==> config.mk <==
export PLATFORM = sky130hd
export DESIGN_NAME = router_pkt_tx_flat
export DESIGN_NICKNAME = d
export VERILOG_FILES = /design/src/rtl/router_pkg.sv /design/src/rtl/router_pkt_tx_if.sv /design/src/rtl/router_tx_buf.sv /design/src/rtl/router_pkt_tx.sv /design/src/flat_wrapper.sv
export SDC_FILE = /design/constraint.sdc
export NUM_CORES = 1
export LEC_CHECK = 0
export CAP_MARGIN = 10
export CORE_ASPECT_RATIO = 0.75
export CORE_MARGIN = 1
export CORE_UTILIZATION = 40
export CTS_BUF_LIST = sky130_fd_sc_hd__clkbuf_2 sky130_fd_sc_hd__clkbuf_4 sky130_fd_sc_hd__clkbuf_8
export CTS_CLUSTER_SIZE = 20
export DETAILED_ROUTE_END_ITERATION = 16
export PLACE_DENSITY = 0.54
export SLEW_MARGIN = 5
export SYNTH_ARGS = -nofsm -noshare
export SYNTH_HDL_FRONTEND = slang
export SYNTH_SLANG_ARGS = --single-unit
export TNS_END_PERCENT = 50
==> constraint.sdc <==
create_clock -name clk -period 5.11 [get_ports clk]
set_input_delay 1.022 -clock clk [delete_from_list [all_inputs] [get_ports clk]]
set_output_delay 1.022 -clock clk [all_outputs]
set_load 0.1 [all_outputs]
==> src/rtl/router_pkg.sv <==
// Shared header layout, buffer sizing and FSM encoding for the router packet source.
// Types and constants only; no timing or flow control lives here.
package router_pkg;

   localparam int DW        = 8;
   localparam int LEN_MSB   = 7;
   localparam int LEN_LSB   = 2;
   localparam int ADDR_MSB  = 1;
   localparam int ADDR_LSB  = 0;
   localparam logic [1:0] ADDR_INVALID = 2'b11;
   localparam int MAX_LEN   = 63;
   localparam int BUF_DEPTH = MAX_LEN + 1;
   localparam int BUF_AW    = $clog2(BUF_DEPTH);

   typedef logic [2:0] state_t;
   localparam state_t ST_IDLE     = 3'd0;
   localparam state_t ST_LOAD     = 3'd1;
   localparam state_t ST_HEADER   = 3'd2;
   localparam state_t ST_PAYLOAD  = 3'd3;
   localparam state_t ST_PARITY   = 3'd4;
   localparam state_t ST_ERR_WAIT = 3'd5;
   localparam state_t ST_DONE     = 3'd6;

   function automatic logic [DW-1:0] make_hdr(input logic [5:0] len, input logic [1:0] addr);
      logic [DW-1:0] h;
      h                    = '0;
      h[LEN_MSB:LEN_LSB]   = len;
      h[ADDR_MSB:ADDR_LSB] = addr;
      return h;
   endfunction

endpackage

==> src/rtl/router_pkt_tx_if.sv <==
// Request, payload and router-bus signals of the packet source; master is the
// packet source itself, slave is whoever feeds requests and models the router.
interface router_pkt_tx_if;

   logic                     req_valid;
   logic                     req_ready;
   logic [1:0]               req_addr;
   logic [5:0]               req_len;
   logic [router_pkg::DW-1:0] pay_data;
   logic                     pay_valid;
   logic                     pay_ready;
   logic                     busy;
   logic                     err;
   logic [router_pkg::DW-1:0] data_out;
   logic                     pkt_vld;
   logic                     tx_active;
   logic                     done;
   logic                     done_err;
   logic                     done_inval;

   modport master (
      input  req_valid, req_addr, req_len, pay_data, pay_valid, busy, err,
      output req_ready, pay_ready, data_out, pkt_vld, tx_active, done, done_err, done_inval
   );

   modport slave (
      output req_valid, req_addr, req_len, pay_data, pay_valid, busy, err,
      input  req_ready, pay_ready, data_out, pkt_vld, tx_active, done, done_err, done_inval
   );

endinterface

==> src/rtl/router_tx_buf.sv <==
// 64x8 payload store: synchronous write, combinational read on the same address.
// Zero read latency; no flow control, the FSM owns the address.
module router_tx_buf
   import router_pkg::*;
(
   input  logic              clk,
   input  logic              we,
   input  logic [BUF_AW-1:0] addr,
   input  logic [DW-1:0]     wdata,
   output logic [DW-1:0]     rdata
);

   logic [DW-1:0] mem_q [BUF_DEPTH];

   always_ff @(posedge clk) begin
      if (we) begin
         mem_q[addr] <= wdata;
      end
   end

   assign rdata = mem_q[addr];

endmodule

==> src/rtl/router_pkt_tx.sv <==
// Buffers a payload, then sends header/payload/parity as one burst; header 1 cycle after last load.
// Every bus byte is held while busy; done follows parity acceptance by ERR_WAIT+1 cycles.
module router_pkt_tx #(
   parameter int ERR_WAIT = 3,
   parameter int DW       = router_pkg::DW
) (
   input  logic       clk,
   input  logic       rstn,
   router_pkt_tx_if.master bus
);

   import router_pkg::*;

   localparam logic [5:0] ERR_LAST = 6'(ERR_WAIT - 1);

   state_t        state_q, state_d;
   logic [5:0]    cnt_q, cnt_d;
   logic [1:0]    addr_q, addr_d;
   logic [5:0]    len_q, len_d;
   logic [DW-1:0] parity_q, parity_d;
   logic          sticky_q, sticky_d;
   logic [DW-1:0] data_out_q, data_out_d;
   logic          pkt_vld_q, pkt_vld_d;
   logic          req_ready_q, req_ready_d;
   logic          pay_ready_q, pay_ready_d;
   logic          tx_active_q, tx_active_d;
   logic          done_q, done_d;
   logic          done_err_q, done_err_d;
   logic          done_inval_q, done_inval_d;

   logic              buf_we;
   logic [BUF_AW-1:0] buf_addr;
   logic [DW-1:0]     buf_rdata;

   assign buf_we = (state_q == ST_LOAD) && bus.pay_valid && pay_ready_q;

   // Reads look one byte ahead so the next payload byte is ready to register on acceptance.
   always_comb begin
      buf_addr = cnt_q;
      if (state_q == ST_HEADER) begin
         buf_addr = '0;
      end else if (state_q == ST_PAYLOAD) begin
         buf_addr = cnt_q + 6'd1;
      end
   end

   router_tx_buf u_buf (
      .clk   (clk),
      .we    (buf_we),
      .addr  (buf_addr),
      .wdata (bus.pay_data),
      .rdata (buf_rdata)
   );

   always_comb begin
      state_d      = state_q;
      cnt_d        = cnt_q;
      addr_d       = addr_q;
      len_d        = len_q;
      parity_d     = parity_q;
      sticky_d     = sticky_q;
      data_out_d   = data_out_q;
      pkt_vld_d    = pkt_vld_q;
      done_d       = 1'b0;
      done_err_d   = 1'b0;
      done_inval_d = 1'b0;
      case (state_q)
         ST_IDLE: begin
            if (bus.req_valid && req_ready_q) begin
               addr_d   = bus.req_addr;
               len_d    = bus.req_len;
               cnt_d    = '0;
               parity_d = '0;
               sticky_d = 1'b0;
               if (bus.req_addr == ADDR_INVALID) begin
                  state_d      = ST_DONE;
                  done_d       = 1'b1;
                  done_inval_d = 1'b1;
               end else if (bus.req_len == 6'd0) begin
                  state_d    = ST_HEADER;
                  data_out_d = make_hdr(bus.req_len, bus.req_addr);
                  parity_d   = make_hdr(bus.req_len, bus.req_addr);
                  pkt_vld_d  = 1'b1;
               end else begin
                  state_d = ST_LOAD;
               end
            end
         end
         ST_LOAD: begin
            if (buf_we) begin
               if (cnt_q == len_q - 6'd1) begin
                  state_d    = ST_HEADER;
                  cnt_d      = '0;
                  data_out_d = make_hdr(len_q, addr_q);
                  parity_d   = make_hdr(len_q, addr_q);
                  pkt_vld_d  = 1'b1;
               end else begin
                  cnt_d = cnt_q + 6'd1;
               end
            end
         end
         ST_HEADER: begin
            if (!bus.busy) begin
               if (len_q != 6'd0) begin
                  state_d    = ST_PAYLOAD;
                  data_out_d = buf_rdata;
               end else begin
                  state_d    = ST_PARITY;
                  data_out_d = parity_q;
                  pkt_vld_d  = 1'b0;
               end
            end
         end
         ST_PAYLOAD: begin
            if (!bus.busy) begin
               parity_d = parity_q ^ data_out_q;
               if (cnt_q == len_q - 6'd1) begin
                  state_d    = ST_PARITY;
                  cnt_d      = '0;
                  data_out_d = parity_q ^ data_out_q;
                  pkt_vld_d  = 1'b0;
               end else begin
                  cnt_d      = cnt_q + 6'd1;
                  data_out_d = buf_rdata;
               end
            end
         end
         ST_PARITY: begin
            if (!bus.busy) begin
               state_d    = ST_ERR_WAIT;
               cnt_d      = '0;
               data_out_d = '0;
               sticky_d   = sticky_q | bus.err;
            end
         end
         ST_ERR_WAIT: begin
            sticky_d = sticky_q | bus.err;
            if (cnt_q == ERR_LAST) begin
               state_d    = ST_DONE;
               cnt_d      = '0;
               done_d     = 1'b1;
               done_err_d = sticky_q | bus.err;
            end else begin
               cnt_d = cnt_q + 6'd1;
            end
         end
         ST_DONE: state_d = ST_IDLE;
         default: state_d = ST_IDLE;
      endcase
      req_ready_d = (state_d == ST_IDLE);
      pay_ready_d = (state_d == ST_LOAD);
      tx_active_d = (state_d != ST_IDLE);
   end

   always_ff @(posedge clk) begin
      if (!rstn) begin
         state_q      <= ST_IDLE;
         cnt_q        <= '0;
         addr_q       <= '0;
         len_q        <= '0;
         parity_q     <= '0;
         sticky_q     <= 1'b0;
         data_out_q   <= '0;
         pkt_vld_q    <= 1'b0;
         req_ready_q  <= 1'b0;
         pay_ready_q  <= 1'b0;
         tx_active_q  <= 1'b0;
         done_q       <= 1'b0;
         done_err_q   <= 1'b0;
         done_inval_q <= 1'b0;
      end else begin
         state_q      <= state_d;
         cnt_q        <= cnt_d;
         addr_q       <= addr_d;
         len_q        <= len_d;
         parity_q     <= parity_d;
         sticky_q     <= sticky_d;
         data_out_q   <= data_out_d;
         pkt_vld_q    <= pkt_vld_d;
         req_ready_q  <= req_ready_d;
         pay_ready_q  <= pay_ready_d;
         tx_active_q  <= tx_active_d;
         done_q       <= done_d;
         done_err_q   <= done_err_d;
         done_inval_q <= done_inval_d;
      end
   end

   assign bus.req_ready  = req_ready_q;
   assign bus.pay_ready  = pay_ready_q;
   assign bus.data_out   = data_out_q;
   assign bus.pkt_vld    = pkt_vld_q;
   assign bus.tx_active  = tx_active_q;
   assign bus.done       = done_q;
   assign bus.done_err   = done_err_q;
   assign bus.done_inval = done_inval_q;

endmodule

==> src/flat_wrapper.sv <==
// flat-port wrapper written by rule: the top's interface ports become plain ports
module router_pkt_tx_flat import router_pkg::*;
#(
   parameter int ERR_WAIT = 3,
   parameter int DW       = router_pkg::DW
)
  (clk, rstn, bus_req_valid, bus_req_addr, bus_req_len, bus_pay_data, bus_pay_valid, bus_busy, bus_err, bus_req_ready, bus_pay_ready, bus_data_out, bus_pkt_vld, bus_tx_active, bus_done, bus_done_err, bus_done_inval);
  router_pkt_tx_if bus_i ();
  input  logic clk;
  input  logic rstn;
  input wire logic [$bits(bus_i.req_valid)-1:0] bus_req_valid;
  input wire logic [$bits(bus_i.req_addr)-1:0] bus_req_addr;
  input wire logic [$bits(bus_i.req_len)-1:0] bus_req_len;
  input wire logic [$bits(bus_i.pay_data)-1:0] bus_pay_data;
  input wire logic [$bits(bus_i.pay_valid)-1:0] bus_pay_valid;
  input wire logic [$bits(bus_i.busy)-1:0] bus_busy;
  input wire logic [$bits(bus_i.err)-1:0] bus_err;
  output wire logic [$bits(bus_i.req_ready)-1:0] bus_req_ready;
  output wire logic [$bits(bus_i.pay_ready)-1:0] bus_pay_ready;
  output wire logic [$bits(bus_i.data_out)-1:0] bus_data_out;
  output wire logic [$bits(bus_i.pkt_vld)-1:0] bus_pkt_vld;
  output wire logic [$bits(bus_i.tx_active)-1:0] bus_tx_active;
  output wire logic [$bits(bus_i.done)-1:0] bus_done;
  output wire logic [$bits(bus_i.done_err)-1:0] bus_done_err;
  output wire logic [$bits(bus_i.done_inval)-1:0] bus_done_inval;
  assign bus_i.req_valid = bus_req_valid;
  assign bus_i.req_addr = bus_req_addr;
  assign bus_i.req_len = bus_req_len;
  assign bus_i.pay_data = bus_pay_data;
  assign bus_i.pay_valid = bus_pay_valid;
  assign bus_i.busy = bus_busy;
  assign bus_i.err = bus_err;
  assign bus_req_ready = bus_i.req_ready;
  assign bus_pay_ready = bus_i.pay_ready;
  assign bus_data_out = bus_i.data_out;
  assign bus_pkt_vld = bus_i.pkt_vld;
  assign bus_tx_active = bus_i.tx_active;
  assign bus_done = bus_i.done;
  assign bus_done_err = bus_i.done_err;
  assign bus_done_inval = bus_i.done_inval;
  router_pkt_tx #(.ERR_WAIT(ERR_WAIT), .DW(DW)) u_core (.clk(clk), .rstn(rstn), .bus(bus_i));
endmodule
==> qor_table.md, run 1 <==
| Step | Result | Value |
| --- | --- | --- |
| synth | Count of different cell masters after synthesis | 77 |
| die | Count of pins on the block boundary | 37 |
| grt | Via count of the first global-routing pass | 15440 |
| clock tree | Maximum clock path buffer count | 3 |
| clock tree | Number of buffers added to fix hold violations after cts | 0 |
| synth | Share of synthesized flip-flops with an asynchronous set or reset | 0 |
| timing | Final number of setup-violating endpoints | 0 |
| route | Antenna Violating Nets Remaining | 0 |
| timing | Headroom to the max-slew limit | 0.3260 |
| final layout | Multi-input logic area | 6551 µm² |
| placement | Placed wire-length estimate after detailed placement | 44800 µm |
| route | DRC viols | 0 |
| worst setup path | Critical path launch point type | flop |
| synth | Post-synthesis sequential element count | 553 |
| synth | Top post-synthesis cells by area | edfxtp_1, nand2_1, dfxtp_1 |
| synth | Area share of the largest cell type after synthesis | 0.6619 |
| final layout | Utilization after layout | 0.4637 |
| route | Detailed Routing Iterations Pass 1 | 6 |
| route | Detailed-route vias per instance | 5.723 |
| die | Full die area | 59050 µm² |
| final layout | Area growth syn-to-layout | 14.65% |
| final layout | Count of nets after finishing | 2034 |
| final layout | Fraction of final layout cells sized beyond drive strength 1 | 0.1331 |
| clock tree | Clock tree from TritonCTS | yes |
| worst setup path | CP arrival | 5330 ps |
| worst setup path | Endpoint of the worst register-to-register path | u_core.bus.data_out[2]$_SDFFE_PN0P_ |
| timing | Clock Skew | 21.87 ps |
| worst setup path | Path type of the worst setup path | flop to flop |
| clock tree | Clock slew at reported path FFs | 70 ps |
| clock tree | Number of H-tree levels | 3 |
| clock tree | Insertion delay of the later-clocked pin in the worst-skew pair | 680 ps |
| route | DRT iter0 DRCs | 1793 |
| grt | Total overflow reported by the global router | 0 |
| timing | Setup TNS after final layout | 0 ps |
| route | Wire per inst | 24.98 µm |
| clock tree | Setup repair bufs after CTS | 0 |
| die | Standard-cell rows | 76 |
| min path | Worst hold-check path type | flop to flop |
| synth | Top FF cell, synth | edfxtp_1 |
| route | Routed vias | 16340 |
| synth | Sequential-to-total area share from yosys stat | 0.6972 |
| grt | Largest net degree at the start of global routing | 110 |
| timing | Maximum frequency from static timing analysis | 211.4 MHz |
| synth | Most numerous cell in the Yosys netlist | edfxtp_1 |
| die | Initial Util | 0.4045 |
| worst setup path | Slack of the worst reg-to-reg path | 380 ps |
| worst setup path | Cells on worst reg2reg path | 11 |
| placement | IO buf count | 36 |
| route | Total wirelength of the detailed-routed design | 71310 µm |
| timing | Minimum clock period after layout | 4730 ps |
| synth | Syn_area_per_cell | 12.16 µm² |
| grt | Antenna violations before repair | 3 |
| synth | Post-Syn Instances | 1911 |
| die | Placeable core region | 57440 µm² |
| synth | Area of the mapped netlist | 23230 µm² |
| synth | Top cells by instance count after synthesis | edfxtp_1, nand2_1, nand3_1, nor2_1, a21oi_1 |
| worst setup path | Crit Path Max Fanout | 77 |
| clock tree | Clock buffers created by TritonCTS | 85 |
| run | Maxcap violations | 0 |
| pwr | Worst-case vdd ir drop | 0.2546 mV |
| clock tree | Clk Tree Root Cell | clkbuf_8 |
| timing | Period utilization | 0.9257 |
| min path | Hold_sp | u_core.addr_q[0]$_SDFFE_PN0P_ |
| grt | Wire length of the first global-routing pass | 105200 µm |
| timing | Final Hold Viols | 0 |
| synth | Count of flip-flops with a built-in enable after synthesis | 512 |
| min path | Hold endpoint | u_core.addr_q[0]$_SDFFE_PN0P_ |
| final layout | Number of filler instances in the final layout | 5267 |
| clock tree | Post_cts resized | 0 |
| pwr | Static power due to leakage | 8.868 nW |
| timing | Slew @ Worst Pin | 1007 ps |
| worst setup path | Data required, critical path | 5710 ps |
| worst setup path | Capturing element type of the critical path | flop |
| min path | Worst hold stages | 2 |
| final layout | Combined flip-flop and latch cell area | 16200 µm² |
| placement | Routability cong. | 0.9135 |
| pwr | Power Density | 352.4 nW/µm² |
| synth | Most area-hungry cell type in the Yosys netlist | edfxtp_1 |
| timing | Pins Over Slew Limit | 0 |
| worst setup path | Reg2Reg Launch Point | u_core.cnt_q[1]$_SDFFE_PN0P_ |
| die | Die extent in x | 280.3 µm |
| synth | Number of synthesis warnings | 0 |
| placement | Area after DPL | 24900 µm² |
| die | Die height | 210.7 µm |
| run status | Result of the run | completed |
| final layout | Post-route cell area | 26630 µm² |
| timing | Setup repair after global routing missed its margin | false |
| synth | Synthesized net count | 1937 |
| clock tree | Number of clock sinks | 553 |
| grt | Total routing resource utilization after global routing | 0.2437 |
## where the power goes
part	leakage [nW]	internal, mW	switching (mW)
clock	0.897	2.07	1.76
combinational	3.04	0.157	0.400
sequential	4.93	4.96	0.0351
total	8.87	7.19	2.20
## worst max-delay path: stages (launching register included)
cell	delay, ps
dfxtp_1	600
ha_1	350
nor2b_1	60
o21ai_0	620
nand2_4	360
buf_12	320
mux2i_1	200
mux4_2	480
nor2b_1	250
a2111oi_0	620
nand4_1	420
o22ai_1	270
## cells in the final DEF, fill, tap and decap left out, types with 6 or more instances in the layout
cell type and n:
inv_1 9, a221oi_1 14, o31ai_1 8, nand2_1 453, mux4_2 8, o22ai_1 22, clkbuf_8 88, buf_2 7
xnor2_1 7, edfxtp_1 512, o32ai_1 7, nand2b_1 8, nor4_1 6, mux2i_1 31, nand3_1 152, dfxtp_1 41
a21oi_1 91, clkbuf_4 29, nor3b_1 6, a211oi_1 9, o211ai_1 8, a311oi_1 18, nand4_1 15, o2111ai_1 6
buf_4 97, nor3_1 13, nor2_1 116, clkdlybuf4s50_1 28, a22oi_1 8, clkinv_1 21, o21ai_0 56, a31oi_1 22
and2_1 8, o221ai_1 9, and3_1 34, nor2b_1 10
## cell type report
| class | instances | area share |
|---|---|---|
| sequential | 553 | 0.6081 |
| antenna | 1 | 0.00009396 |
| inverter | 10 | 0.001409 |
| multi-input combinational | 1221 | 0.2460 |
| clock buffer | 117 | 0.05365 |
| timing repair buffer | 137 | 0.04294 |
| clock inverter | 36 | 0.01118 |
| tap | 780 | 0.03664 |
## worst max-delay path by stage
stage                                            start                                  end  slack [ps]
after global routing      u_core.state_q[1]$_SDFF_PN0_  u_core.bus.data_out[2]$_SDFFE_PN0P_         260
after floorplan           u_core.cnt_q[0]$_SDFFE_PN0P_  u_core.u_buf.mem_q[47][0]$_DFFE_PP_        1570
after global placement    u_core.cnt_q[1]$_SDFFE_PN0P_  u_core.bus.data_out[2]$_SDFFE_PN0P_         440
final                     u_core.cnt_q[1]$_SDFFE_PN0P_  u_core.bus.data_out[2]$_SDFFE_PN0P_         380
after CTS                 u_core.cnt_q[1]$_SDFFE_PN0P_  u_core.bus.data_out[2]$_SDFFE_PN0P_         380
after detailed placement  u_core.cnt_q[1]$_SDFFE_PN0P_  u_core.bus.data_out[2]$_SDFFE_PN0P_         400
## per-layer routing
metal / vias up / track usage / wire length (µm)
met4: 2 / 0.06652 / 1534
met3: 107 / 0.06227 / 7087
met2: 776 / 0.3346 / 29450
met1: 8155 / 0.3767 / 33220
li1: 7298 / - / -
met5: - / 0 / 13
## kinds of logic after synthesis
family          share of synthesized area
flops                              0.6972
buf+inv                           0.02375
xor+xnor                         0.004147
mux                               0.02246
fa+ha+maj                        0.002155
compound gates                    0.08995
simple gates                       0.1603
## stage by stage
stage	std cells	worst slack (ps)	total power, mW	hold slack (ps)
4_1_cts	2854	379.0	9.455	488.0
2_1_floorplan	1911	1569	5.413	449.8
5_1_grt	2854	263.2	9.685	504.0
3_3_place_gp	2701	436.1	5.646	473.0
3_5_place_dp	2701	402.4	5.646	478.7
6_report	2855	379.7	9.384	488.0
## sequential cells by signal, summed over array words and instances (netlist names), 2 cells and up
register,cells
u_core.u_buf.mem_q,512
u_core.bus.data_out,8
u_core.parity_q,8
u_core.cnt_q,6
u_core.len_q,6
u_core.state_q,3
u_core.addr_q,2
No activity file was read; power rests on OpenSTA's default activity.
==> inputs of run 2 (changes only) <==
- CTS_CLUSTER_DIAMETER: not set -> 50
==> run 2 against run 1 <==
Net effect: clock power fell by 28%; critical path depth fell by 1; sequential cell count did not move; sequential power is essentially flat; die area stayed put; total power fell by 11%; clock skew rose by 54 ps; first-iteration DRC count is 2.6% lower; count of clock-buffer cells in the layout down 70; final area shrank 2.7%; worst hold slack gained 5.0 ps.
==> qor_table.md, run 2 (same netlist as run 1, synthesis figures left out) <==
| Step | Result | Value | Delta |
| --- | --- | --- | --- |
| worst setup path | Crit-path slowest cell | dfxtp_1 | was o21ai_0 |
| worst setup path | Worst path cell trace | and3b_1 > nand3b_1 > nand2_4 > buf_12 > mux2i_1 > mux4_2 > nor2b_1 > a2111oi_0 > nand4_1 > o22ai_1 | was ha_1 > nor2b_1 > o21ai_0 > nand2_4 > buf_12 > mux2i_1 > mux4_2 > nor2b_1 > a2111oi_0 > nand4_1 > o22ai_1 |
| clock tree | Insertion delay of the later-clocked pin in the worst-skew pair | 670 ps | was 680 ps |
| route | Routed vias | 16000 | was 16340 |
| final layout | Area growth syn-to-layout | 11.55% | was 14.65% |
| grt | Largest net degree at the start of global routing | 110 | unchanged |
| pwr | Switching share of power | 0.2539 | was 0.2343 |
| die | Standard-cell rows | 76 | unchanged |
| clock tree | Maximum clock path buffer count | 3 | unchanged |
| pwr | Power Density | 320.8 nW/µm² | was 352.4 nW/µm² |
| timing | Setup TNS after final layout | 0 ps | unchanged |
| run | Maxcap violations | 0 | unchanged |
| grt | Wire length of the first global-routing pass | 103600 µm | was 105200 µm |
| timing | Minimum clock period after layout | 4729 ps | was 4730 ps |
| die | Die extent in x | 280.3 µm | unchanged |
| timing | Clock Skew | 75.70 ps | was 21.87 ps |
| min path | Hold endpoint | u_core.addr_q[1]$_SDFFE_PN0P_ | was u_core.addr_q[0]$_SDFFE_PN0P_ |
| clock tree | Clock slew at reported path FFs | 110 ps | was 70 ps |
| worst setup path | Reg2Reg Launch Point | u_core.state_q[1]$_SDFF_PN0_ | was u_core.cnt_q[1]$_SDFFE_PN0P_ |
| grt | Antenna violations before repair | 2 | was 3 |
| run status | Result of the run | completed | unchanged |
| timing | Maximum frequency from static timing analysis | 211.4 MHz | about the same |
| route | Total wirelength of the detailed-routed design | 70040 µm | was 71310 µm |
| final layout | Count of nets after finishing | 1993 | was 2034 |
| route | Detailed-route vias per instance | 5.756 | was 5.723 |
| final layout | Flip-flop count of the largest register after layout | 512 | unchanged |
| grt | Via count of the first global-routing pass | 15060 | was 15440 |
| final layout | Antenna Cells | 0 | was 1 |
| final layout | Fraction of final layout cells sized beyond drive strength 1 | 0.1105 | was 0.1331 |
| placement | IO buf count | 36 | unchanged |
| worst setup path | CP Buf/Inv Count | 1 | unchanged |
| timing | Period utilization | 0.9255 | was 0.9257 |
| pwr | Proportion of power drawn by the clock network | 0.333 | was 0.408 |
| worst setup path | Maximum cell stage delay along the critical path | 720 ps | was 620 ps |
| clock tree | Clk Tree Root Cell | clkbuf_8 | unchanged |
| placement | Routability cong. | 0.9135 | unchanged |
| pwr | Post-route total power | 8.313 mW | was 9.384 mW |
| timing | Slew @ Worst Pin | 993.1 ps | was 1007 ps |
| pwr | Worst-case vdd ir drop | 0.2001 mV | was 0.2546 mV |
| min path | Hold_sp | u_core.addr_q[1]$_SDFFE_PN0P_ | was u_core.addr_q[0]$_SDFFE_PN0P_ |
| worst setup path | Critical path launch point type | flop | unchanged |
| worst setup path | Slack of the worst reg-to-reg path | 380 ps | about the same |
| route | Antenna Violating Nets Remaining | 0 | unchanged |
| worst setup path | Capturing element type of the critical path | flop | unchanged |
| worst setup path | Data required, critical path | 5700 ps | was 5710 ps |
| final layout | Top library cells by usage in the layout, fill and taps aside | edfxtp_1, nand2_1, nand3_1, nor2_1, buf_4 | unchanged |
| grt | Total overflow reported by the global router | 0 | unchanged |
| worst setup path | CP top delay family | simple AND/OR/NAND/NOR gates | was compound AO/OA/AOI/OAI gates |
| die | Die height | 210.7 µm | unchanged |
| route | Detailed Routing Iterations Pass 1 | 7 | was 6 |
| pwr | Gate power share | 0.067 | was 0.059 |
| die | Full die area | 59050 µm² | unchanged |
| clock tree | Number of clock sinks | 553 | unchanged |
| route | Wire per inst | 25.20 µm | was 24.98 µm |
| pwr | Switching pwr | 2.111 mW | was 2.199 mW |
| clock tree | Post_cts resized | 0 | unchanged |
| grt | Total routing resource utilization after global routing | 0.2385 | was 0.2437 |
| min path | Worst hold stages | 2 | unchanged |
| route | DRT iter0 DRCs | 1746 | was 1793 |
| die | Placeable core region | 57440 µm² | unchanged |
| die | Count of pins on the block boundary | 37 | unchanged |
| final layout | Largest register by flop count | u_core.u_buf.mem_q | unchanged |
| timing | Setup repair after global routing missed its margin | false | unchanged |
| die | Initial Util | 0.4045 | unchanged |
| clock tree | Number of H-tree levels | 2 | was 3 |
| clock tree | Setup repair bufs after CTS | 0 | unchanged |
| timing | Final Hold Viols | 0 | unchanged |
| worst setup path | Cells on worst reg2reg path | 10 | was 11 |
| route | DRC viols | 0 | unchanged |
| timing | Headroom to the max-slew limit | 0.3359 | was 0.3260 |
| pwr | Part of the total power dissipated in sequential elements | 0.600 | was 0.533 |
| final layout | Most common library cell in the layout ignoring fill and taps | edfxtp_1 | unchanged |
| placement | Placed wire-length estimate after detailed placement | 44800 µm | unchanged |
| worst setup path | Path type of the worst setup path | flop to flop | unchanged |
| worst setup path | Crit Path Max Fanout | 77 | unchanged |
| pwr | Cell Int Power | 6.202 mW | was 7.186 mW |
| clock tree | Number of buffers added to fix hold violations after cts | 0 | unchanged |
| min path | Worst hold-check path type | flop to flop | unchanged |
| pwr | Static power due to leakage | 8.485 nW | was 8.868 nW |
| clock tree | Clock buffers created by TritonCTS | 44 | was 85 |
| timing | Final number of setup-violating endpoints | 0 | unchanged |
| worst setup path | Endpoint of the worst register-to-register path | u_core.bus.data_out[2]$_SDFFE_PN0P_ | unchanged |
| clock tree | Clock tree from TritonCTS | yes | unchanged |
| worst setup path | CP arrival | 5320 ps | was 5330 ps |
| timing | Pins Over Slew Limit | 0 | unchanged |
## run 2: cell types whose count changed in the layout (fill, tap and decap cells not counted), moves of 2 or more
cell	change
bufinv_16	-2
clkbuf_4	-26
clkbuf_8	-44
clkinv_1	-19
clkinv_2	-2
clkinv_4	+3
clkinv_8	+3
clkinvlp_4	-2
inv_6	+5
inv_8	+9
## run 2: worst max path at each step
stage / start / end / cells after the start
6_report: u_core.state_q[1]$_SDFF_PN0_ / u_core.bus.data_out[2]$_SDFFE_PN0P_ / 10
5_1_grt: u_core.state_q[1]$_SDFF_PN0_ / u_core.bus.data_out[2]$_SDFFE_PN0P_ / 10
4_1_cts: u_core.cnt_q[1]$_SDFFE_PN0P_ / u_core.bus.data_out[2]$_SDFFE_PN0P_ / 11
3_5_place_dp: u_core.cnt_q[1]$_SDFFE_PN0P_ / u_core.bus.data_out[2]$_SDFFE_PN0P_ / 11
3_3_place_gp: u_core.cnt_q[1]$_SDFFE_PN0P_ / u_core.bus.data_out[2]$_SDFFE_PN0P_ / 11
2_1_floorplan: u_core.cnt_q[0]$_SDFFE_PN0P_ / u_core.u_buf.mem_q[47][0]$_DFFE_PP_ / 11
## run 2: area by class of cell
type / instances / area, µm²
Multi-Input combinational cell: 1221 / 6551
Sequential cell: 553 / 16200
Tap cell: 780 / 975.9
Clock inverter: 32 / 381.6
Clock buffer: 47 / 628.1
Inverter: 10 / 37.54
Fill cell: 5303 / 31520
Timing Repair Buffer: 137 / 1144
## run 2: routing by layer
layer  track usage  up-vias  part of all wire
met5             0        -                 0
met4       0.04635        0             0.015
met3       0.04767       73             0.095
met2        0.3374      693              0.42
met1        0.3761     8046              0.47
li1              -     7189                 -
## run 2: metrics by stage
step / utilization / setup WS (ps) / hold WS (ps) / std cells / cell area (µm²)
2_1_floorplan: - / 1569 / 449.8 / 1911 / 23230
3_3_place_gp: 0.4336 / 436.1 / 473.0 / 2701 / 24900
3_5_place_dp: 0.4336 / 402.4 / 478.7 / 2701 / 24900
4_1_cts: 0.4512 / 402.6 / 493.3 / 2780 / 25910
5_1_grt: 0.4512 / 293.7 / 509.3 / 2780 / 25910
6_report: 0.4512 / 380.7 / 492.9 / 2780 / 25910
## run 2: worst register-to-register path: cells and delay by family, from the launching register on
kind,cells,cell delay [ps]
DFF,1,720
buffers and inverters,1,370
and+or+nand+nor,5,1970
AOI/OAI and AO/OA,2,930
muxes,2,710
## run 2: power by group through the flow
stage          Combinational [mW]  Clock (mW)  Sequential (mW)
6_report                    0.556        2.77             4.99
5_1_grt                     0.598        2.96             4.99
4_1_cts                     0.556        2.82             4.99
3_5_place_dp                0.553           0             5.09
3_3_place_gp                0.553           0             5.09
2_1_floorplan               0.266           0             5.15
==> patch 1 (config.mk and constraints of run 2) <==
Make the reset (`rstn`) asynchronous in one clocked block.
--- a/src/rtl/router_pkt_tx.sv
+++ b/src/rtl/router_pkt_tx.sv
@@ -152,7 +152,7 @@
       tx_active_d = (state_d != ST_IDLE);
    end
 
-   always_ff @(posedge clk) begin
+   always_ff @(posedge clk or negedge rstn) begin
       if (!rstn) begin
          state_q      <= ST_IDLE;
          cnt_q        <= '0;
Check against the original RTL: differs if rstn is asserted again (counterexample within 4 cycles, from zero or initial values and one cycle with rstn low); with rstn held inactive, the same outputs for 4 cycles.
==> patch 1 against run 2 <==
  * Worst setup slack better by 0.54 ns
  * Routed wire length decreased by 0.96%
  * Synthesized area increased by 0.51%
  * Sequential cell count unchanged
  * Synthesized cell count shrank 4.4%
  * Cell count is 2.9% lower
  * Design area decreased by 0.59%
Power is not compared: it rests on default switching activity, and its combinational part moved more than twofold at a synthesized area within 25%.
==> patch 1: results (changes against run 2) <==
- The run finished with clean final reports.
- Routability-driven placement congestion ratio: 0.8738 (-4.3%)
* Sum of negative setup slack: 0 ns (unchanged)
* WL met3: 7446 um (+12%)
- # diodes: 0 (unchanged)
* End of the worst hold path: u_core.sticky_q$_DFFE_PN0P_
* GR met2 Demand/Resource: 32.98% (-0.76 points)
- Met3 demand-to-capacity share in global routing: 7.477% (+2.7 points)
* Setup slack on the worst flop-to-flop path: 0.92 ns (+0.54 ns)
- TritonCTS buffer count: 41 (-6.8%)
* Library cell contributing the largest single delay on the critical path: sky130_fd_sc_hd__mux2i_4
- Global routing usage summed across all routing layers: 23.59% (-0.26 points)
- The async set or reset register ratio after synthesis came to 7.414% (+7.4 points).
- Number of distinct library cells after synthesis: 66 (-14%)
- The final hold slack is 0.5456 ns (+0.05264 ns).
- The worst setup slack after placement came to 0.9409 ns (+0.5385 ns).
- Critical path fanouts, max: 38 (-51%)
- The clock transition at the registers of the reported paths is 0.11 ns (about the same).
- The net count after synthesis is 1853 (-4.3%).
* First-pass iteration count of the detailed router: 5 (-2)
- Average vias per placed instance: 5.810 (+0.95%)
- Synth cell count leaders: sky130_fd_sc_hd__edfxtp_1, sky130_fd_sc_hd__nand2_1, sky130_fd_sc_hd__nand3_1
- The path class of the tightest hold or removal check is reg2reg.
- The fraction of final layout cells sized beyond drive strength 1 came to 10.84% (-0.21 points).
* Ranking of synthesized cells by area: sky130_fd_sc_hd__edfxtp_1, sky130_fd_sc_hd__nand2_1, sky130_fd_sc_hd__dfrtp_1
- First-pass GRT wire length: 102100 um (-1.4%)
- The fraction of the cycle the final worst path needs was 81.98% (-11 points).
- Number of levels in the clock H-tree: 2 (unchanged)
* Post-Route Skew: 0.03473 ns (-0.04097 ns)
- After detailed routing, no signal wire sits above met5.
* Met1 Wirelength: 31630 um (-4.2%)
* Met2 Wirelength: 29110 um (-0.53%)
- Seq/Total Area, Yosys: 70.25% (+0.53 points)
- The DRC marker count from the first detailed-route iteration came to 1807 (+3.5%).
- Post-DP HPWL: 44540 um (-0.60%)
- Tracing the worst setup path back leads to its startpoint at u_core.state_q[2]$_DFF_PN0_.
- Clk Latency, worst-skew pair: 0.64 ns (-0.03 ns)
- Antenna violations before repair: 1 (-1)
- The placed instance area is 0.02491 sq mm (about the same).
* Data arrival time at the worst-slack endpoint: 4.74 ns (-0.58 ns)
- The path depth of the worst reg2reg path is 10 (unchanged).
- The met1 track utilization from global routing was 35.68% (-1.9 points).
* Number of global-route vias before repair: 14780 (-1.9%)
- The maximum number of pins on one net before global-route repair is 65 (-41%).
* Worst Min Path Start: u_core.sticky_q$_DFFE_PN0P_
- Delay of the slowest cell on the worst path: 0.68 ns (-0.04 ns)
- The critical path ends at u_core.bus.data_out[6]$_DFFE_PN0P_.
* Transition at the pin with the smallest max-transition slack: 1.152 ns (+0.1589 ns)
* Total wirelength of the detailed-routed design: 69370 um (-0.96%)
## patch 1: changes by cell type after synthesis, sizes merged, moves of 14 or more
cell	before	now
nand2	454	385
a21oi	94	26
dfrtp	0	41
dfxtp	41	0
clkbuf	78	38
buf	49	83
inv	9	41
a211oi	11	42
a311oi	18	47
o21ai	58	81
and3	34	16
a32oi	4	20
o22ai	22	8
## patch 1: cell type report
| cell class | count | area, sq um |
|---|---|---|
| timing repair buffer | 142 | 1176 |
| fill | 5228 | 31770 |
| clock buffer | 47 | 621.8 |
| clock inverter | 24 | 229.0 |
| inverter | 41 | 153.9 |
| multi-input combinational | 1112 | 6202 |
| tap | 780 | 975.9 |
| sequential | 553 | 16400 |
## patch 1: logic make-up (layout without fill, tap and decap cells)
kind of cell,Yosys count,count (layout),share of synthesized area [%]
adders and majority gates,4,4,0.2144
muxes,46,46,2.422
DFF,553,553,70.25
xor gates and xnor gates,11,11,0.4127
buffers and inverters,162,254,3.403
AOI/OAI and AO/OA,334,334,10.17
and+or+nand+nor,717,717,13.14
## patch 1: through the flow
| step | util, % | cells |
|---|---|---|
| 5_1_grt | 44.78 | 2699 |
| 3_3_place_gp | 43.30 | 2628 |
| 6_report | 44.78 | 2699 |
| 2_1_floorplan | - | 1827 |
| 4_1_cts | 44.78 | 2699 |
| 3_5_place_dp | 43.30 | 2628 |
## patch 1: critical path, delay by kind of cell, from the launching register on
kind,cells,cell delay [ns]
compound gates,6,1.62
buf+inv,2,0.72
mux,1,0.68
simple gates,1,0.66
flops,1,0.39
## patch 1: power by group through the flow
stage / registers [mW] / clock network, mW / logic, mW
floorplan: 5.43 / 0 / 2.28
global placement: 5.27 / 0 / 4.00
detailed placement: 5.26 / 0 / 4.02
CTS: 5.16 / 2.56 / 4.03
global route: 5.18 / 2.72 / 4.37
finish: 5.16 / 2.52 / 4.08
==> patch 2 (settings of run 2) <==
Made on the original files. Take the reset off `data_out_q` and load it in a clocked block of its own.
--- a/src/rtl/router_pkt_tx.sv
+++ b/src/rtl/router_pkt_tx.sv
@@ -160,7 +160,6 @@
          len_q        <= '0;
          parity_q     <= '0;
          sticky_q     <= 1'b0;
-         data_out_q   <= '0;
          pkt_vld_q    <= 1'b0;
          req_ready_q  <= 1'b0;
          pay_ready_q  <= 1'b0;
@@ -175,7 +174,6 @@
          len_q        <= len_d;
          parity_q     <= parity_d;
          sticky_q     <= sticky_d;
-         data_out_q   <= data_out_d;
          pkt_vld_q    <= pkt_vld_d;
          req_ready_q  <= req_ready_d;
          pay_ready_q  <= pay_ready_d;
@@ -186,6 +184,10 @@
       end
    end
 
+   always_ff @(posedge clk) begin
+      data_out_q <= data_out_d;
+   end
+
    assign bus.req_ready  = req_ready_q;
    assign bus.pay_ready  = pay_ready_q;
    assign bus.data_out   = data_out_q;
Behaviour: differs if rstn is asserted again (counterexample within 4 cycles, from zero or initial values and one cycle with rstn low); with rstn held inactive, the same outputs for 4 cycles.
==> patch 2 against run 2 <==
  * Design area decreased by 3.4%
  * Sequential cell count unchanged
  * Clock power decreased by 6%
  * Count of clock-buffer cells in the layout unchanged
  * Via count decreased by 4.6%
  * Power increased by 0.84%
  * Worst setup slack improved by 0.33 ns
  * Sequential share of layout area increased by 2.5 points
  * Critical path depth decreased by 4
  * Routed wire length increased by 7.9%
  * Synthesized area decreased by 2.4%
  * First-iteration DRC count increased by 30%
  * Hold slack improved by 0.011 ns
==> patch 2: results (changes against run 2) <==
- The cell count after placement was 2373 (-12%).
- Ranking of synthesized cells by area: sky130_fd_sc_hd__edfxtp_1, sky130_fd_sc_hd__dfxtp_1, sky130_fd_sc_hd__o22ai_1
- The weighted congestion reported at the end of routability-driven placement was 0.9311 (+1.9%).
- The clock buffer count from CTS is 41 (-6.8%).
- Relative max-transition margin: 20.70% (-13 points)
* Number of global-route vias before repair: 14420 (-4.2%)
* Number of port buffers: 36 (unchanged)
- The maximum number of pins on one net before global-route repair was 65 (-41%).
* Power Combinational: 0.749 mW (+35%)
* Clk network pwr share: 31.0% (-2.3 points)
- Number of flops mapped to enable cells by yosys: 520 (+1.6%)
- The number of different library cells in the post-synthesis netlist came to 91 (+18%).
* Seq/Total Area, Yosys: 71.78% (+2.1 points)
- The internal portion of total power came to 6.169 mW (-0.54%).
* First-pass GRT wire length: 107600 um (+3.9%)
- Clk Latency, worst-skew pair: 0.65 ns (-0.02 ns)
- First-pass iteration count of the detailed router: 6 (-1)
* Delay of the slowest cell on the worst path: 0.89 ns (+0.17 ns)
- The worst setup slack after placement came to 0.7910 ns (+0.3886 ns).
- More flip-flops sit in one register than any other, and that register is u_core.u_buf.mem_q.
* Synth cell count leaders: sky130_fd_sc_hd__edfxtp_1, sky130_fd_sc_hd__nand2_1, sky130_fd_sc_hd__nor2_1
- The total global-route track usage was 25.99% (+2.1 points).
- Cell area after placement: 0.02416 sq mm (-3.0%)
- Via count: 15260 (-4.6%)
* Worst vdd rail ir drop: 0.2314 mV (+16%)
- Antenna violations before repair: 0 (-2)
- Library cell contributing the largest single delay on the critical path: sky130_fd_sc_hd__nor2_1
- The total of fill cells in the finished design was 5052 (-4.7%).
- The worst clock skew is 0.02862 ns (-0.04708 ns).
* Outcome: completed
- The post-detailed-routing wire length is 75580 um (+7.9%).
- Total nets after synthesis: 1650 (-15%)
* Average vias per placed instance: 6.244 (+8.5%)
- Share of cells above drive strength 1: 13.60% (+2.6 points)
==> patch 2: layer usage <==
layer | share of wire, % | global-route usage (%) | vias to the layer above
li1 | - | - | 6491
met1 | 45 | 39.76 | 7774
met2 | 41 | 35.81 | 884
met3 | 13 | 8.658 | 111
met4 | 1.8 | 4.732 | 0
met5 | 0 | 0 | -
==> patch 2: path summary, 6_finish.rpt <==
check / startpoint / end / slack [ns] / depth (start not counted)
worst max-delay path: u_core.cnt_q[1]$_SDFFE_PN0P_ / u_core.u_buf.mem_q[10][6]$_DFFE_PP_ / 0.71 / 6
worst min-delay path: u_core.bus.pkt_vld$_SDFFE_PN0P_ / u_core.bus.pkt_vld$_SDFFE_PN0P_ / 0.50 / 2
worst max register to register: u_core.cnt_q[1]$_SDFFE_PN0P_ / u_core.u_buf.mem_q[10][6]$_DFFE_PP_ / 0.71 / 6
worst min register to register: u_core.bus.pkt_vld$_SDFFE_PN0P_ / u_core.bus.pkt_vld$_SDFFE_PN0P_ / 0.50 / 2
==> patch 2: final cells by class <==
class	instances	area share [%]
Clock buffer	47	2.483
Clock inverter	24	1.039
Inverter	19	0.2848
Multi-Input combinational cell	949	23.48
Sequential cell	553	64.98
Tap cell	731	3.652
Timing Repair Buffer	121	4.077
==> patch 2: cells by family (layout without fill, tap and decap cells) <==
logic type	count (synthesis)	after routing	share of synthesized area [%]
AO/OA/AOI/OAI	443	443	13.72
XOR/XNOR	13	13	0.5684
adder cells (fa/ha/maj)	4	4	0.2207
buffers and inverters	122	211	2.550
flip-flops	553	553	71.78
multiplexers	55	55	2.588
AND/OR/NAND/NOR	434	434	8.570
